File: config.mk
export PLATFORM = sky130hd
export DESIGN_NAME = dmi_csr_sequencer
export DESIGN_NICKNAME = d
export VERILOG_FILES = /design/src/rtl/dm_pkg.sv /design/src/rtl/dm_resp_fifo.sv /design/src/rtl/dmi_csr_sequencer.sv
export SDC_FILE = /design/constraint.sdc
export NUM_CORES = 1
export LEC_CHECK = 0
export ABC_AREA = 1
export CAP_MARGIN = 20
export CORE_ASPECT_RATIO = 1.25
export CORE_UTILIZATION = 50
export CTS_CLUSTER_DIAMETER = 100
export DETAILED_ROUTE_END_ITERATION = 6
export DONT_BUFFER_PORTS = 1
export GPL_ROUTABILITY_DRIVEN = 0
export PLACE_DENSITY_LB_ADDON = 0.12
export SLEW_MARGIN = 15
export SYNTH_ARGS = -nofsm -noshare
export SYNTH_HDL_FRONTEND = slang
export SYNTH_SLANG_ARGS = --single-unit
File: constraint.sdc
create_clock -name clk_i -period 2.1 [get_ports clk_i]
set_input_delay 0.21 -clock clk_i [delete_from_list [all_inputs] [get_ports clk_i]]
set_output_delay 0.21 -clock clk_i [all_outputs]
set_load 0.005 [all_outputs]
File: src/rtl/dm_pkg.sv
// Shared debug-module types.
// Holds the CSR address map, the DMI op and response codes, and the request and
// response structs used between the DTM link and the CSR sequencer.
package dm_pkg;

  // Number of abstract data registers implemented.
  localparam logic [3:0] DataCount = 4'd2;

  typedef enum logic [6:0] {
    Data0      = 7'h04,
    Data1      = 7'h05,
    DMControl  = 7'h10,
    DMStatus   = 7'h11,
    Hartinfo   = 7'h12,
    AbstractCS = 7'h16,
    Command    = 7'h17
  } dm_csr_t;

  typedef enum logic [1:0] {
    DtmNop   = 2'd0,
    DtmRead  = 2'd1,
    DtmWrite = 2'd2
  } dtm_op_e;

  typedef enum logic [1:0] {
    DmiSuccess = 2'd0,
    DmiFailed  = 2'd2,
    DmiBusy    = 2'd3
  } dmi_resp_e;

  // The op field stays a raw 2-bit code: value 3 is legal on the wire and must be
  // answered with a failure rather than being folded into a named op.
  typedef struct packed {
    logic [6:0]  addr;
    logic [1:0]  op;
    logic [31:0] data;
  } dmi_req_t;

  typedef struct packed {
    logic [31:0] data;
    logic [1:0]  resp;
  } dmi_resp_t;

endpackage

File: src/rtl/dm_resp_fifo.sv
// Synchronous FIFO of DMI responses.
// Ports: clk_i/rst_ni clock and async active-low reset; push_i/data_i write side;
// pop_i read side; full_o/empty_o status; head_o the oldest entry.
module dm_resp_fifo
  import dm_pkg::*;
#(
  parameter int unsigned Depth = 2
) (
  input  logic      clk_i,
  input  logic      rst_ni,
  input  logic      push_i,
  input  dmi_resp_t data_i,
  input  logic      pop_i,
  output logic      full_o,
  output logic      empty_o,
  output dmi_resp_t head_o
);

  localparam int unsigned PtrW = (Depth > 1) ? $clog2(Depth) : 1;
  localparam int unsigned CntW = $clog2(Depth + 1);

  dmi_resp_t            mem_q [Depth];
  logic      [PtrW-1:0] wr_ptr_q, rd_ptr_q;
  logic      [CntW-1:0] cnt_q, cnt_d;

  function automatic logic [PtrW-1:0] ptr_inc(input logic [PtrW-1:0] p);
    if (p == PtrW'(Depth - 1)) return '0;
    return p + 1'b1;
  endfunction

  assign full_o  = (cnt_q == CntW'(Depth));
  assign empty_o = (cnt_q == '0);
  assign head_o  = mem_q[rd_ptr_q];

  always_comb begin
    cnt_d = cnt_q;
    unique case ({push_i, pop_i})
      2'b10:   cnt_d = cnt_q + CntW'(1);
      2'b01:   cnt_d = cnt_q - CntW'(1);
      default: cnt_d = cnt_q;
    endcase
  end

  always_ff @(posedge clk_i or negedge rst_ni) begin
    if (!rst_ni) begin
      wr_ptr_q <= '0;
      rd_ptr_q <= '0;
      cnt_q    <= '0;
      for (int i = 0; i < int'(Depth); i++) mem_q[i] <= '0;
    end else begin
      cnt_q <= cnt_d;
      if (push_i) begin
        mem_q[wr_ptr_q] <= data_i;
        wr_ptr_q        <= ptr_inc(wr_ptr_q);
      end
      if (pop_i) rd_ptr_q <= ptr_inc(rd_ptr_q);
    end
  end

endmodule

File: src/rtl/dmi_csr_sequencer.sv
// DMI-to-CSR sequencer.
// Accepts NOP/READ/WRITE requests from the DTM, issues each as a one-cycle strobe
// to the CSR decoder, and queues the response so DTM back-pressure never stalls
// the CSR block.
// Ports: clk_i/rst_ni; dmi_req_* request link; csr_* decoder strobe interface;
// dmi_resp_* buffered response link.
module dmi_csr_sequencer
  import dm_pkg::*;
#(
  parameter int unsigned RespDepth = 2
) (
  input  logic        clk_i,
  input  logic        rst_ni,
  input  logic        dmi_req_valid_i,
  output logic        dmi_req_ready_o,
  input  logic [6:0]  dmi_req_addr_i,
  input  logic [1:0]  dmi_req_op_i,
  input  logic [31:0] dmi_req_data_i,
  output logic [6:0]  csr_addr_o,
  output logic        csr_re_o,
  output logic        csr_we_o,
  output logic [31:0] csr_wdata_o,
  input  logic [31:0] csr_rdata_i,
  output logic        dmi_resp_valid_o,
  input  logic        dmi_resp_ready_i,
  output logic [31:0] dmi_resp_data_o,
  output logic [1:0]  dmi_resp_o
);

  localparam logic [0:0] StIdle   = 1'b0;
  localparam logic [0:0] StAccess = 1'b1;

  logic [0:0] state_q, state_d;
  dmi_req_t   req_q;
  logic       req_fire;
  logic       fifo_push, fifo_pop, fifo_full, fifo_empty;
  dmi_resp_t  push_data, head;

  // Ready is gated by full in IDLE, so the ACCESS push always finds a free slot.
  assign dmi_req_ready_o = (state_q == StIdle) && !fifo_full;
  assign req_fire        = dmi_req_valid_i && dmi_req_ready_o;

  always_comb begin
    state_d = state_q;
    unique case (state_q)
      StIdle:   if (req_fire) state_d = StAccess;
      StAccess: state_d = StIdle;
      default:  state_d = StIdle;
    endcase
  end

  always_ff @(posedge clk_i or negedge rst_ni) begin
    if (!rst_ni) begin
      state_q <= StIdle;
      req_q   <= '0;
    end else begin
      state_q <= state_d;
      if (req_fire) begin
        req_q.addr <= dmi_req_addr_i;
        req_q.op   <= dmi_req_op_i;
        req_q.data <= dmi_req_data_i;
      end
    end
  end

  // req_q only changes when entering ACCESS, so address and data hold elsewhere.
  assign csr_addr_o  = req_q.addr;
  assign csr_wdata_o = req_q.data;
  assign csr_re_o    = (state_q == StAccess) && (req_q.op == DtmRead);
  assign csr_we_o    = (state_q == StAccess) && (req_q.op == DtmWrite);

  always_comb begin
    push_data.data = '0;
    push_data.resp = DmiSuccess;
    if (req_q.op == DtmRead) push_data.data = csr_rdata_i;
    if (req_q.op == 2'd3)    push_data.resp = DmiFailed;
  end

  assign fifo_push = (state_q == StAccess);
  assign fifo_pop  = dmi_resp_valid_o && dmi_resp_ready_i;

  dm_resp_fifo #(
    .Depth(RespDepth)
  ) u_resp_fifo (
    .clk_i  (clk_i),
    .rst_ni (rst_ni),
    .push_i (fifo_push),
    .data_i (push_data),
    .pop_i  (fifo_pop),
    .full_o (fifo_full),
    .empty_o(fifo_empty),
    .head_o (head)
  );

  // Mask the stale head so the response bus reads zero when nothing is queued.
  assign dmi_resp_valid_o = !fifo_empty;
  assign dmi_resp_data_o  = fifo_empty ? 32'h0 : head.data;
  assign dmi_resp_o       = fifo_empty ? 2'd0 : head.resp;

endmodule

### After elaboration in Yosys (flattened, before gate mapping)

Index checks and enable logic that the tools add are counted.

* word-level logic and storage cells: 58
* bits of input ports: 77
* bits in registers: 114
* output and inout bits: 77

* eq/ne operators: 6
* mux-type cells: 21
* bitwise gates (word level): 3
* $lt $le $gt $ge: 3
* reductions and logical operators: 10
* add/sub/neg operators: 4

Operators with widths (count)
* 2-to-1 mux 34 bit: 4
* bitwise mux 68 bit: 1
* 2-to-1 mux 32 bit: 2
* demux 34 bit (select 1 bit): 1
* 2-to-1 mux 1 bit: 9
* == test 2 bit (second input constant): 4
* logical AND 1 bit: 6
* == test 2 x 1 -> 1 bit (second input constant): 2
* >= comparator 2 bit (second input constant): 2
* 2-to-1 mux 2 bit: 2
* NOT 1 -> 2 bit: 2
* case mux 2 bit (2 select lines): 1
* adder 1 bit (second input constant): 2
* adder 2 x 1 -> 2 bit (second input constant): 1
* logical NOT 1 bit: 2
* logical NOT 2 bit: 1
* < comparator 2 x 1 -> 1 bit (second input constant): 1
* case mux 1 bit (2 select lines): 1
* nonzero test 2 bit: 1
* subtractor 2 x 1 -> 2 bit (second input constant): 1
* NOT 1 bit: 1

### Longest topological paths before layout

* depth after elaboration: 6
* gate-level depth with buffers: 8
* mapped depth without buffers: 8

### By module

Synthesis repeated with hierarchy kept, for this count alone.

* cells, all modules: 757
* area, all modules: 5744.3 um^2

By module, submodules not included
* dm_resp_fifo: seq. area each 1801.7 um^2, cells an instance 387, instances 1, area each 3188.1 um^2
* dmi_csr_sequencer: seq. area each 1051.0 um^2, cells an instance 370, instances 1, area each 2556.2 um^2

### Worst setup path after synthesis

Ideal clock, no wire load.

* kind: flip-flop to flip-flop
* start: reg u_resp_fifo.cnt_q[0]
* end: reg u_resp_fifo.cnt_q[1]
* arrival: 1246 ps
* library setup time: 117 ps
* clock period less this slack: 1363 ps
* required time: 1983 ps
* stages on the path, launching flop included: 8
* setup slack: 737 ps
* buffers on the path: 0
* cells stage by stage: dfrtp_1 > nor2_2 > nor2_1 > ha_1 > inv_1 > nand3_1 > nand2_1 > nand2_1

* word-level cells in the longest chain between the ends: 5
* elaborated cells on any way between the ends: 9
* those cells by class: 2 x add/sub; 2 x eq/ne; 1 x mux; 4 x reduce/logical

Ends and longest elaborated chain
* start, declared: line dm_resp_fifo.sv:24 `logic [CntW-1:0] cnt_q, cnt_d;`
* start signal, assigned: line dm_resp_fifo.sv:51 `cnt_q <= cnt_d;`
* logical NOT 2 bit *: line dm_resp_fifo.sv:32 `assign empty_o = (cnt_q == '0);`
* logical NOT 1 bit *: line dmi_csr_sequencer.sv:96 `assign dmi_resp_valid_o = !fifo_empty;`
* logical AND 1 bit *: line dmi_csr_sequencer.sv:80 `assign fifo_pop = dmi_resp_valid_o && dmi_resp_ready_i;`
* net fifo_pop: line dmi_csr_sequencer.sv:36 `logic fifo_push, fifo_pop, fifo_full, fifo_empty;`
* == test 2 x 1 -> 1 bit / == test 2 bit (equally long branches): line dm_resp_fifo.sv:37 `unique case ({push_i, pop_i})`
* case mux 2 bit (2 select lines) / nonzero test 2 bit (equally long branches)

The timed path passes the listed nets; every way through them passes the cells marked *.
A chain may end at the register's enable or synchronous reset.

### Worst setup path after layout

* start: reg state_q (netlist: fifo_push)
* end: out csr_re_o

* word-level cells in the longest chain between the ends: 1

Ends and longest elaborated chain
* start, declared: line dmi_csr_sequencer.sv:33 `logic [0:0] state_q, state_d;`
* start signal, assigned: line dmi_csr_sequencer.sv:54 `state_q <= StIdle;`
* start signal, assigned: line dmi_csr_sequencer.sv:57 `state_q <= state_d;`
* logical AND 1 bit: line dmi_csr_sequencer.sv:69 `assign csr_re_o = (state_q == StAccess) && (req_q.op == DtmRead);`
* end, declared: line dmi_csr_sequencer.sv:20 `output logic csr_re_o,`

No other way between the ends.

==> impl_metrics.ini <==
[clocking]
cts_htree_levels = 3
post_cts_buffers = 0
clkSinkCount = 112
ctsRootBufferMaster = clkbuf_16
cts_buffers = 9
clk_path_buf_depth = 2
tritoncts = yes
clkLatencyLatePin_ns = 0.34
cts_resized = 0
path_clk_slew_ns = 0.07

[pwr]
clockPowerShare = 0.210
p_int_w = 0.004799
p_leak_nw = 2.403
swShare = 0.3901
power.switching_w = 0.003070
pwr-share-seq = 0.469
p_total_w = 0.007870
ir_worst_vdd_mv = 0.6231
power_density_nw_per_um2 = 1510
pwr-share-comb = 0.321

[global_route]
grt_max_degree = 113
grt_usage = 0.2013
grt_pass1_wl_um = 16960
grt_pass1_vias = 3401
gr-total-overflow = 0
antenna_found_initial = 0

[floorplanning]
core_area_um2 = 10160
rows = 41
die_area_um2 = 10940
start_util = 0.5182
die_h_um = 116.7
ios = 154
die_w_um = 93.77

[sta]
hold_violations = 112
layout_setup_ws_ns = 0.4099
slew_headroom = 0.6221
slew_viol_final = 0
finClkSkew_ns = 0.006637
worst_pin_slew_ns = 0.5649
setup_viol = 0
hold_ws_ns = -0.4377
period_needed_ns = 1.690
grt_setup_unrepaired = no
fmax_ghz = 0.5917
finalCritPeriodShare = 0.8048
tns_ns = 0

[status]
status = complete, but fails checks
violations = negative hold slack

[route]
drt_pass1_iterations = 4
remaining_drc_errors = 0
drt_wl_total_um = 11010
route.detailed.wl_per_inst_um = 16.00
antenna_left = 0
drt_iter0_markers = 246
vias = 3729
routed_via_density = 5.420

[finish]
n_antenna_cell = 0
synthToLayoutAreaGrowth_pct = -0.9983
drive_gt1_frac = 0.05009
fin_nets = 632
fin_area_um2 = 5211
utilization = 0.5131

[synthesis]
ys_types = 23
synth-seq-area-share = 0.5324
syn_area_per_cell_um2 = 8.504
synth_area_um2 = 5264
syn_nets = 697
synth-seq-cells = 112
ys_warn_count = 0
syn-instance-count = 619

[worst_setup_path]
required_ns = 1.89
cp.arrival_ns = 1.48
path_max_fanout = 42
crit_chain = inv_2 > buf_4 > nor3_1
worst-setup-path-type = reg2out
cp-end-kind = output pin
worst_path_max_delay_cell = dfrtp_1
cp-start-kind = flip-flop
max_stage_delay_ns = 0.44

[min_path]
hp-class = in2async

[placed_design]
hpwl_um = 6812
pre_cts_ws_ns = 0.6705
placement.cell_area_um2 = 4928
port_buffers = 0

[job]
maxCapViolations = 0
-- sequential cells by signal, indices dropped and copies added (netlist names) --
| register | flops |
|---|---|
| csr_addr_o | 7 |
| csr_wdata_o | 32 |
| fifo_push | 1 |
| req_q | 2 |
| u_resp_fifo.cnt_q | 2 |
| u_resp_fifo.mem_q | 66 |
| u_resp_fifo.rd_ptr_q | 1 |
| u_resp_fifo.wr_ptr_q | 1 |
-- worst max-delay path: cells and delay by family, from the launching register on --
family,cells,cell delay (ns)
AND/OR/NAND/NOR,1,0.31
flip-flops,1,0.44
buffers and inverters,2,0.38
-- layout make-up --
type                            count  area [um^2]
Clock inverter                      3        42.54
Timing Repair Buffer                8        97.59
Sequential cell                   112         2803
Clock buffer                       13        240.2
Tap cell                          129        161.4
Inverter                           11        41.29
Fill cell                         926         4946
Multi-Input combinational cell    412         1826
-- placed cells by master, fill, tap and decap left out, types with 2 or more instances in the layout --
cell / synthesis / layout
buf_12: 0 / 3
a21oi_1: 34 / 34
nand2_1: 258 / 256
nand2_2: 1 / 3
nor2_1: 2 / 2
clkbuf_1: 9 / 4
o21ai_1: 17 / 17
nand4_1: 42 / 42
clkbuf_16: 0 / 9
inv_2: 2 / 2
inv_1: 8 / 8
buf_4: 41 / 5
dfrtp_1: 112 / 112
o21ai_0: 50 / 50
-- cell usage after synthesis (all sizes together) --
cell / instances / share of area
nand4: 42 / 0.050
inv: 10 / 0.0071
o21ai: 67 / 0.064
a21oi: 34 / 0.032
buf: 75 / 0.11
ha: 1 / 0.0024
xnor2: 1 / 0.0017
nor3: 1 / 0.00095
nand3: 2 / 0.0043
nor2: 4 / 0.0048
nand2: 259 / 0.19
clkinv: 1 / 0.00071
conb: 1 / 0.00071
clkbuf: 9 / 0.0064
dfrtp: 112 / 0.53
-- per-layer routing --
metal / wire length, um / track usage / vias to the layer above
li1: - / - / 1837
met1: 4821 / 0.2617 / 1743
met2: 5312 / 0.3255 / 139
met3: 743 / 0.05339 / 10
met4: 133 / 0.07077 / 0
met5: 0 / 0 / -
-- cell families (layout without fill, tap and decap cells) --
kind of cell | after synthesis | after routing | synth area share
AO/OA/AOI/OAI | 101 | 101 | 0.09603
XOR/XNOR | 1 | 1 | 0.001664
adder cells (fa/ha/maj) | 1 | 1 | 0.002377
buffers and inverters | 95 | 35 | 0.1217
flip-flops | 112 | 112 | 0.5324
other | 1 | 1 | 0.0007124
AND/OR/NAND/NOR | 308 | 308 | 0.2451
-- power by group through the flow --
stage                     combinational (W)  clock [W]  sequential (W)
after floorplan                     0.00273          0         0.00348
after global placement              0.00248          0         0.00370
after detailed placement            0.00257          0         0.00372
after CTS                           0.00257    0.00171         0.00370
after global routing                0.00289    0.00179         0.00379
final                               0.00253    0.00165         0.00369
-- worst paths after layout --
check / depth (start not counted) / start / end / slack [ns]
max: 3 / fifo_push / csr_re_o / 0.41
min in group clk_i: 2 / dmi_req_addr_i[0] / csr_addr_o[0] / 0.02
max in group asynchronous: 0 / rst_ni / u_resp_fifo.mem_q[60] / 2.39
max reg2reg: 3 / fifo_push / u_resp_fifo.mem_q[15] / 0.68
min: 0 / rst_ni / u_resp_fifo.mem_q[44] / -0.44
min reg2reg: 2 / u_resp_fifo.mem_q[1] / u_resp_fifo.mem_q[1] / 0.49
-- per-stage QoR --
stage / hold WS [ns] / std cells
2_1_floorplan: -0.08559 / 619
3_3_place_gp: -0.08305 / 672
3_5_place_dp: -0.08287 / 672
4_1_cts: -0.4524 / 688
5_1_grt: -0.4589 / 688
6_report: -0.4377 / 688
No activity file was read; power rests on OpenSTA's default activity.
